--- config.mk ---
export PLATFORM = sky130hd
export DESIGN_NAME = conv_out_dma_writer
export DESIGN_NICKNAME = d
export VERILOG_FILES = /design/src/rtl/conv_pkg.sv /design/src/rtl/conv_wb_fifo.sv /design/src/rtl/conv_out_dma_writer.sv
export SDC_FILE = /design/constraint.sdc
export NUM_CORES = 1
export LEC_CHECK = 0
export ABC_AREA = 1
export BUFFER_PORTS_ARGS = -buffer_cell sky130_fd_sc_hd__buf_2
export CAP_MARGIN = 20
export CORE_ASPECT_RATIO = 1.2
export CORE_MARGIN = 2
export CORE_UTILIZATION = 55
export CTS_CLUSTER_DIAMETER = 200
export DETAILED_ROUTE_END_ITERATION = 16
export PLACE_DENSITY = 0.74
export SETUP_SLACK_MARGIN = 0.3
export SLEW_MARGIN = 0
export SYNTH_ARGS = -nofsm -noshare
export SYNTH_HDL_FRONTEND = slang
export SYNTH_SLANG_ARGS = --single-unit
--- constraint.sdc ---
create_clock -name clk -period 6.3 [get_ports clk]
set_clock_uncertainty 0.2 [all_clocks]
set_input_delay 0 -clock clk [delete_from_list [all_inputs] [get_ports clk]]
set_output_delay 0 -clock clk [all_outputs]
set_load 0.02 [all_outputs]
--- src/rtl/conv_pkg.sv ---
// conv_pkg: shared lane/width constants, pixel types and the quantize-saturate helper
package conv_pkg;
  localparam int PIX_PER_CLK = 8;
  localparam int DATA_W = 8;
  localparam int ACC_W = 32;
  typedef logic signed [ACC_W-1:0] acc_t;
  typedef logic [DATA_W-1:0] pix_t;
  function automatic pix_t quant_sat(input acc_t acc, input int shift);
    logic signed [ACC_W:0] r;
    r = {acc[ACC_W-1], acc};
    r = r + (shift > 0 ? (ACC_W+1)'(1) << (shift - 1) : (ACC_W+1)'(0));
    r = r >>> shift;
    return r[ACC_W] ? '0 : (|r[ACC_W-1:DATA_W]) ? '1 : r[DATA_W-1:0];
  endfunction
endpackage

--- src/rtl/conv_wb_fifo.sv ---
// conv_wb_fifo: show-ahead write-back FIFO; a push while full lands only with a same-cycle pop
module conv_wb_fifo #(
  parameter int W = 65,
  parameter int DEPTH = 8
) (
  input  logic         clk,
  input  logic         rst,
  input  logic         push,
  input  logic         pop,
  input  logic [W-1:0] din,
  output logic [W-1:0] dout,
  output logic         full,
  output logic         empty
);
  localparam int AW = $clog2(DEPTH);
  logic [W-1:0] mem [DEPTH];
  logic [AW-1:0] wp, rp;
  logic [AW:0] cnt;
  logic wr_en, rd_en;
  assign full = cnt == (AW+1)'(DEPTH);
  assign empty = cnt == '0;
  assign rd_en = pop && !empty;
  assign wr_en = push && (!full || rd_en);
  assign dout = mem[rp];
  // pointer and occupancy tracking; push+pop together leaves the count unchanged
  always_ff @(posedge clk or posedge rst)
    if (rst) begin
      wp <= '0;
      rp <= '0;
      cnt <= '0;
    end else begin
      if (wr_en) wp <= wp + 1'b1;
      if (rd_en) rp <= rp + 1'b1;
      cnt <= cnt + (AW+1)'(wr_en) - (AW+1)'(rd_en);
    end
  // storage array, contents are don't-care until written
  always_ff @(posedge clk)
    if (wr_en) mem[wp] <= din;
endmodule

--- src/rtl/conv_out_dma_writer.sv ---
// conv_out_dma_writer: quantizes conv output beats and writes one packed word per beat to memory
module conv_out_dma_writer
  import conv_pkg::*;
#(
  parameter int IMG_W = 128,
  parameter int IMG_H = 128,
  parameter int SHIFT = 4,
  parameter int FIFO_DEPTH = 8,
  parameter int ADDR_W = 14
) (
  input  logic                          clk,
  input  logic                          rst,
  input  logic                          start,
  input  logic [ADDR_W-1:0]             base_addr,
  input  logic                          in_valid,
  input  logic signed [ACC_W-1:0]       in_pixels [PIX_PER_CLK],
  output logic                          wr_valid,
  input  logic                          wr_ready,
  output logic [ADDR_W-1:0]             wr_addr,
  output logic [DATA_W*PIX_PER_CLK-1:0] wr_data,
  output logic                          wr_last,
  output logic                          busy,
  output logic                          done,
  output logic                          overflow
);
  localparam int NW = IMG_W * IMG_H / PIX_PER_CLK;
  localparam int CW = $clog2(NW + 1);
  localparam int WW = DATA_W * PIX_PER_CLK;
  localparam logic [1:0] S_IDLE = 2'd0;
  localparam logic [1:0] S_RUN = 2'd1;
  localparam logic [1:0] S_DONE = 2'd2;
  logic [1:0] state;
  logic [CW-1:0] in_cnt;
  logic [ADDR_W-1:0] addr;
  logic accept, q_valid, q_last, pop, full, empty, head_last, finish;
  logic [WW-1:0] q_data, q_next, head_data;
  assign accept = state == S_RUN && in_valid && in_cnt < CW'(NW);
  assign pop = wr_valid && wr_ready;
  assign finish = (pop && wr_last) || (in_cnt == CW'(NW) && !q_valid && empty);
  assign wr_valid = !empty;
  assign wr_data = empty ? '0 : head_data;
  assign wr_last = !empty && head_last;
  assign wr_addr = addr;
  assign busy = state != S_IDLE;
  assign done = state == S_DONE;
  // per-lane round, shift and clamp of the incoming accumulators
  always_comb begin
    q_next = '0;
    for (int i = 0; i < PIX_PER_CLK; i++) q_next[i*DATA_W +: DATA_W] = quant_sat(in_pixels[i], SHIFT);
  end
  // single quantize register between the input beat and the FIFO
  always_ff @(posedge clk or posedge rst)
    if (rst) begin
      q_valid <= 1'b0;
      q_data <= '0;
      q_last <= 1'b0;
    end else begin
      q_valid <= accept;
      if (accept) begin
        q_data <= q_next;
        q_last <= in_cnt == CW'(NW - 1);
      end
    end
  // frame FSM, beat counter, output address and sticky drop flag
  always_ff @(posedge clk or posedge rst)
    if (rst) begin
      state <= S_IDLE;
      in_cnt <= '0;
      addr <= '0;
      overflow <= 1'b0;
    end else if (state == S_IDLE && start) begin
      state <= S_RUN;
      in_cnt <= '0;
      addr <= base_addr;
      overflow <= 1'b0;
    end else begin
      state <= state == S_RUN ? (finish ? S_DONE : S_RUN) : S_IDLE;
      if (accept) in_cnt <= in_cnt + 1'b1;
      if (pop) addr <= addr + ADDR_W'(PIX_PER_CLK);
      if (q_valid && full && !pop) overflow <= 1'b1;
    end
  conv_wb_fifo #(.W(WW + 1), .DEPTH(FIFO_DEPTH)) u_fifo (
    .clk(clk),
    .rst(rst),
    .push(q_valid),
    .pop(pop),
    .din({q_last, q_data}),
    .dout({head_last, head_data}),
    .full(full),
    .empty(empty)
  );
endmodule
==> results of run 1 <==
[through the flow]
step	power, uW	setup slack [ns]	cells	hold slack [ns]	instance area, sq um
detailed placement	11500	2.81	4769	-0.0761	35000
CTS	15100	1.92	5143	0.120	39500
floorplan	9560	1.64	3740	-0.0904	32600
global placement	11400	2.84	4769	-0.0767	35000
global route	15900	1.70	5144	0.153	39600
finish	15100	1.92	5144	0.142	39600
[flip-flops by register name (all words and copies together) (netlist names)]
| name | cells |
|---|---|
| u_fifo.mem | 520 |
| q_data | 64 |
| wr_addr | 14 |
| in_cnt | 12 |
| u_fifo.cnt | 4 |
| u_fifo.rp | 3 |
| u_fifo.wp | 3 |
| state | 2 |
| overflow | 1 |
| q_last | 1 |
| q_valid | 1 |
[worst paths after layout]
path / endpoint / cells past startpoint / slack, ns / start
setup / recovery: q_data[40] / 10 / 1.92 / state[1]
hold / removal: q_valid / 4 / 0.14 / in_valid
setup reg to reg: q_data[40] / 10 / 1.92 / state[1]
hold reg to reg: in_cnt[7] / 1 / 0.30 / in_cnt[7]
max in group asynchronous: u_fifo.rp[1] / 5 / 3.97 / rst
min in group asynchronous: wr_addr[11] / 4 / 0.43 / rst
[synth_stat cells (3+ instances only)]
cell,n,area [sq um]
nand3b_1,58,435
o21ai_1,11,55.1
dfrtp_1,105,2630
o21bai_1,7,52.6
clkbuf_1,101,379
or2_2,4,25.0
nor3b_1,3,22.5
nand3_2,7,70.1
nand3_1,108,541
o211ai_1,3,22.5
clkinv_1,4,15.0
nor3_1,10,50.1
nor2_1,744,2790
o22ai_1,67,419
buf_4,3,22.5
buf_1,3,11.3
nand2_1,980,3680
xor2_1,48,420
edfxtp_1,520,15600
a31oi_1,67,419
inv_2,9,33.8
o21ai_0,365,1830
xnor2_1,35,307
a21oi_2,7,61.3
nor2_4,30,338
nand4_1,75,469
a21oi_1,17,85.1
nor2_2,42,263
and2_1,13,81.3
inv_1,228,856
ha_1,19,238
nand2_2,24,150
buf_2,10,50.1
[where the power goes]
part | switching, uW | internal (uW)
clock | 1500 | 1890
combinational | 3660 | 1690
sequential | 755 | 5630
[metal layers]
metal,vias to the layer above,GRT usage,wire length (microns)
met4,0,0.119,3560
met5,-,0,0
met3,226,0.0386,4400
li1,13712,-,-
met1,13266,0.355,35300
met2,877,0.487,43600
[cell type report]
cell class,instances,share of cell area
well taps,792,0.0250
repair buffers,619,0.114
multi-input cells,2757,0.329
clock inverters,29,0.00677
clock buffers,81,0.0401
flip-flops and latches,625,0.461
inverters,241,0.0232
[cells by family after synthesis]
logic type                 count (synthesis)  synth area share
and+or+nand+nor                         2105             0.276
DFF                                      625             0.560
buffers and inverters                    358            0.0420
adders and majority gates                 20           0.00791
xor gates and xnor gates                  83            0.0223
AOI/OAI and AO/OA                        549            0.0915
[worst register-to-register path, cell delays in order, from the launching register on]
cell,delay (ns)
dfrtp_1,0.38
inv_1,0.10
nand3_1,0.13
nor2_2,0.42
clkinv_2,0.75
buf_4,0.60
a21oi_2,0.30
dlygate4sd3_1,0.73
nand2_1,0.09
dlygate4sd3_1,0.56
nand2_1,0.06
==> flow_metrics.tcl, run 1 <==
set metrics [dict create \
    syn_avg_cell_area_sq_um 8.71 \
    relSlewSlack 0.240 \
    grt_setup_unrepaired "false" \
    path_max_fanout 45 \
    cp_slowest_stage_delay_ns 0.74 \
    antenna_found_initial 0 \
    via_per_inst 5.46 \
    synth_cell_types 41 \
    drt-initial-drc-count 2265 \
    syn_to_final_growth_pct 21.4 \
    layout_commonest_cell "nand2_1" \
    finalSetupViolations 0 \
    cts_made_buffers 58 \
    drt-total-wl_microns 86900 \
    place.gp.congestion 0.915 \
    final_util 0.676 \
    core_area_sq_mm 0.0585 \
    synth_ff_type "edfxtp_1" \
    hold_class "in -> reg" \
    setup-tns-final_ns 0 \
    synthCells 3740 \
    p_leak_uw 0.0154 \
    max_slew.worst_pin.slew_ns 1.14 \
    period_share 0.695 \
    layout.nets 4597 \
    drc 0 \
    seq_area_sq_mm 0.0183 \
    dp_hpwl_microns 51100 \
    final_cell_mix "nand2_1, nor2_1, edfxtp_1, o21ai_0, buf_2" \
    arrival_ns 4.74 \
    placementRows 97 \
    cts_resized 0 \
    die_h_microns 271 \
    ys_warn_count 0 \
    async_flop_share 0.168 \
    floorplan.die_area_sq_mm 0.0612 \
    dr.pass1.iters 5 \
    startpoint_type "flop" \
    io_pins 358 \
    cp_data_required_time_ns 6.67 \
    path_buf_inv 5 \
    start_util 0.557 \
    wire_per_inst_microns 16.9 \
    critPathKind "reg -> reg" \
    clock_latency_ns 0.62 \
    ant_nets 0 \
    cts.clk_slew.worst_paths_ns 0.07 \
    netlist_area_sq_mm 0.0326 \
    irDropWorstVdd_mv 0.348 \
    cts_hold_buf 264 \
    ys_ff_latch 625 \
    cts_tree "built" \
    post_cts_buffers 0 \
    synth_edf_count 520 \
    critPathCaptureType "flop" \
    vias 28081 \
    final_max_slew_viol_count 0 \
    ys_seq_area_frac 0.560 \
    io_buffers 333 \
    die_x_microns 226 \
    outcome "completed" \
    cp_top_family "buffers and inverters" \
    path_cells "inv_1 -> nand3_1 -> nor2_2 -> clkinv_2 -> buf_4 -> a21oi_2 -> dlygate4sd3_1 -> nand2_1 -> dlygate4sd3_1 -> nand2_1" \
    grt_max_degree 204 \
    fill_cells 4554 \
    drv_cap 0 \
    post-route-min-period_ns 4.38 \
    overflow 0 \
    grt_use_total 0.282 \
    grt_pass1_vias 27063 \
    powerDensity_mw_per_mm2 382 \
    root_buffer "clkbuf_16" \
    diodes 0 \
    cts_max_path_buffers 3 \
    slowest_stage "clkinv_2" \
    cts.htree.levels 2 \
    grt_pass1_wl_microns 138000 \
    multi_input_area_sq_mm 0.0130 \
    layout-drive-gt1-share 0.134 \
    hold_viol_final 0 \
    cts_num_sinks 625 \
    syn-num-nets 4035 \
    fmax_mhz 228 \
]
(Power assumes the default switching activity.)
==> inputs of run 2 (changes only) <==
Clock period 6.3 ns to 4.4 ns, I/O delays scaled along.
==> run 2 against run 1 <==
Effect of this change:
- sequential power increased by 42%
- sequential cell count unchanged
- utilization about the same
- global-route usage increased by 0.52 points
- clock power increased by 42%
- via count increased by 0.99%
- first-iteration DRC count increased by 7.0%
==> flow_metrics.tcl, run 2 (synthesis results as in run 1) <==
set metrics [dict create \
    p_seq_frac 0.418 \
    arrival_ns 4.15 \
    grt_use_total 0.287 \
    dp_hpwl_microns 54200 \
    grt_max_degree 173 \
    dr.pass1.iters 5 \
    finalSetupViolations 0 \
    critPathCaptureType "flop" \
    p_leak_uw 0.0154 \
    antenna_found_initial 1 \
    largest_reg_flops 520 \
    pwr-share-comb 0.360 \
    cp_num_cells 11 \
    cts_made_buffers 57 \
    syn_to_final_growth_pct 21.4 \
    hold-worst-slack_ns 0.158 \
    cp_top_family "buffers and inverters" \
    max_slew.worst_pin.slew_ns 0.972 \
    place.gp.congestion 0.931 \
    drt-total-wl_microns 89100 \
    critPathKind "reg -> reg" \
    setup-tns-final_ns 0 \
    cp_slowest_stage_delay_ns 0.63 \
    grt_pass1_vias 27404 \
    slowest_stage "dlygate4sd3_1" \
    grt_setup_unrepaired "false" \
    die_h_microns 271 \
    relSlewSlack 0.352 \
    die_x_microns 226 \
    placementRows 97 \
    drt-initial-drc-count 2424 \
    path_max_fanout 32 \
    cts.htree.levels 2 \
    cts_max_path_buffers 3 \
    fmax_mhz 263 \
    cp_data_required_time_ns 4.74 \
    final_max_slew_viol_count 0 \
    holdPathStages 6 \
    fill_cells 4598 \
    pwr-share-clk 0.222 \
    final_cell_mix "nand2_1, nor2_1, edfxtp_1, o21ai_0, buf_2" \
    vias 28358 \
    post-route-min-period_ns 3.81 \
    cts_tree "built" \
    start_util 0.557 \
    outcome "completed" \
    p_sw_uw 8490 \
    hold_class "in -> reg" \
    path_buf_inv 6 \
    cts.clk_slew.worst_paths_ns 0.07 \
    wire_per_inst_microns 17.3 \
    io_buffers 333 \
    root_buffer "clkbuf_16" \
    swShare 0.391 \
    hold_viol_final 0 \
    layout.nets 4603 \
    total_power_uw 21700 \
    powerDensity_mw_per_mm2 549 \
    post_cts_buffers 0 \
    io_pins 358 \
    drv_cap 0 \
    clock_latency_ns 0.61 \
    drc 0 \
    floorplan.die_area_sq_mm 0.0612 \
    irDropWorstVdd_mv 0.526 \
    path_cells "inv_1 -> nand3_1 -> nor2_2 -> buf_4 -> clkinv_2 -> buf_4 -> a21oi_2 -> dlygate4sd3_1 -> nand2_1 -> dlygate4sd3_1 -> nand2_1" \
    grt_pass1_wl_microns 140000 \
    period_share 0.866 \
    overflow 0 \
    via_per_inst 5.51 \
    internal_power_uw 13200 \
    cts_num_sinks 625 \
    layout-drive-gt1-share 0.135 \
    core_area_sq_mm 0.0585 \
    reg2reg_depth 11 \
    ant_nets 0 \
    layout_commonest_cell "nand2_1" \
    startpoint_type "flop" \
    regMostFlops "u_fifo.mem" \
]
## run 2: cell count changes in the layout (fill, tap and decap cells not counted), moves of 3 or more
cell and delta:
buf_12 +3, clkinv_2 -9, buf_4 +17, dlygate4sd3_1 -12, clkinv_1 +10, clkbuf_8 -3
## run 2: stage by stage
step / utilization / worst slack (ns) / cell area [sq um] / std cells
after detailed placement: 0.602 / 1.34 / 35200 / 4789
final: 0.676 / 0.591 / 39600 / 5150
after global routing: 0.676 / 0.392 / 39600 / 5150
after CTS: 0.676 / 0.623 / 39600 / 5149
after floorplan: - / -0.264 / 32600 / 3740
after global placement: 0.602 / 1.37 / 35200 / 4789
## run 2: area by class of cell
type	count	area, sq um	share of cell area
diodes	1	2.50	0.0000633
clock buffers	79	1530	0.0387
clock inverters	29	275	0.00696
inverters	241	918	0.0232
multi-input cells	2757	13000	0.329
flip-flops and latches	625	18300	0.461
well taps	792	991	0.0251
repair buffers	626	4560	0.115
## run 2: worst reg2reg max path: cells and delay by family (launching register included)
family	cells	cell delay, ns
and+or+nand+nor	4	0.34
AOI/OAI and AO/OA	1	0.30
buffers and inverters	6	2.52
DFF	1	0.38
## run 2: metal layers
layer | routed length, microns | vias up | track usage
met1 | 35600 | 13306 | 0.358
li1 | - | 13735 | -
met2 | 45000 | 1063 | 0.501
met3 | 4820 | 254 | 0.0333
met4 | 3650 | 0 | 0.129
met5 | 0 | - | 0
## run 2: timing repair
item	4_1_cts	5_1_grt
hold buffers	252	0
endpoints found under the hold margin	202	0
gates resized for setup	0	0
## run 2: final timing paths
check                              endpoint      start  slack [ns]
worst min-delay path             in_cnt[11]   in_valid        0.16
max in group asynchronous        q_data[54]        rst        2.61
min in group asynchronous       wr_addr[13]        rst        0.36
worst max register to register   q_data[56]   state[1]        0.59
worst min register to register    in_cnt[7]  in_cnt[7]        0.32
worst max-delay path             q_data[56]   state[1]        0.59
## run 2: power groups by stage
stage | Combinational, uW | Sequential [uW] | Clock [uW]
after floorplan | 4850 | 8830 | 0
after global placement | 7280 | 9090 | 0
after detailed placement | 7420 | 9150 | 0
after CTS | 7720 | 9030 | 4850
after global routing | 8560 | 9200 | 5100
final | 7810 | 9070 | 4830
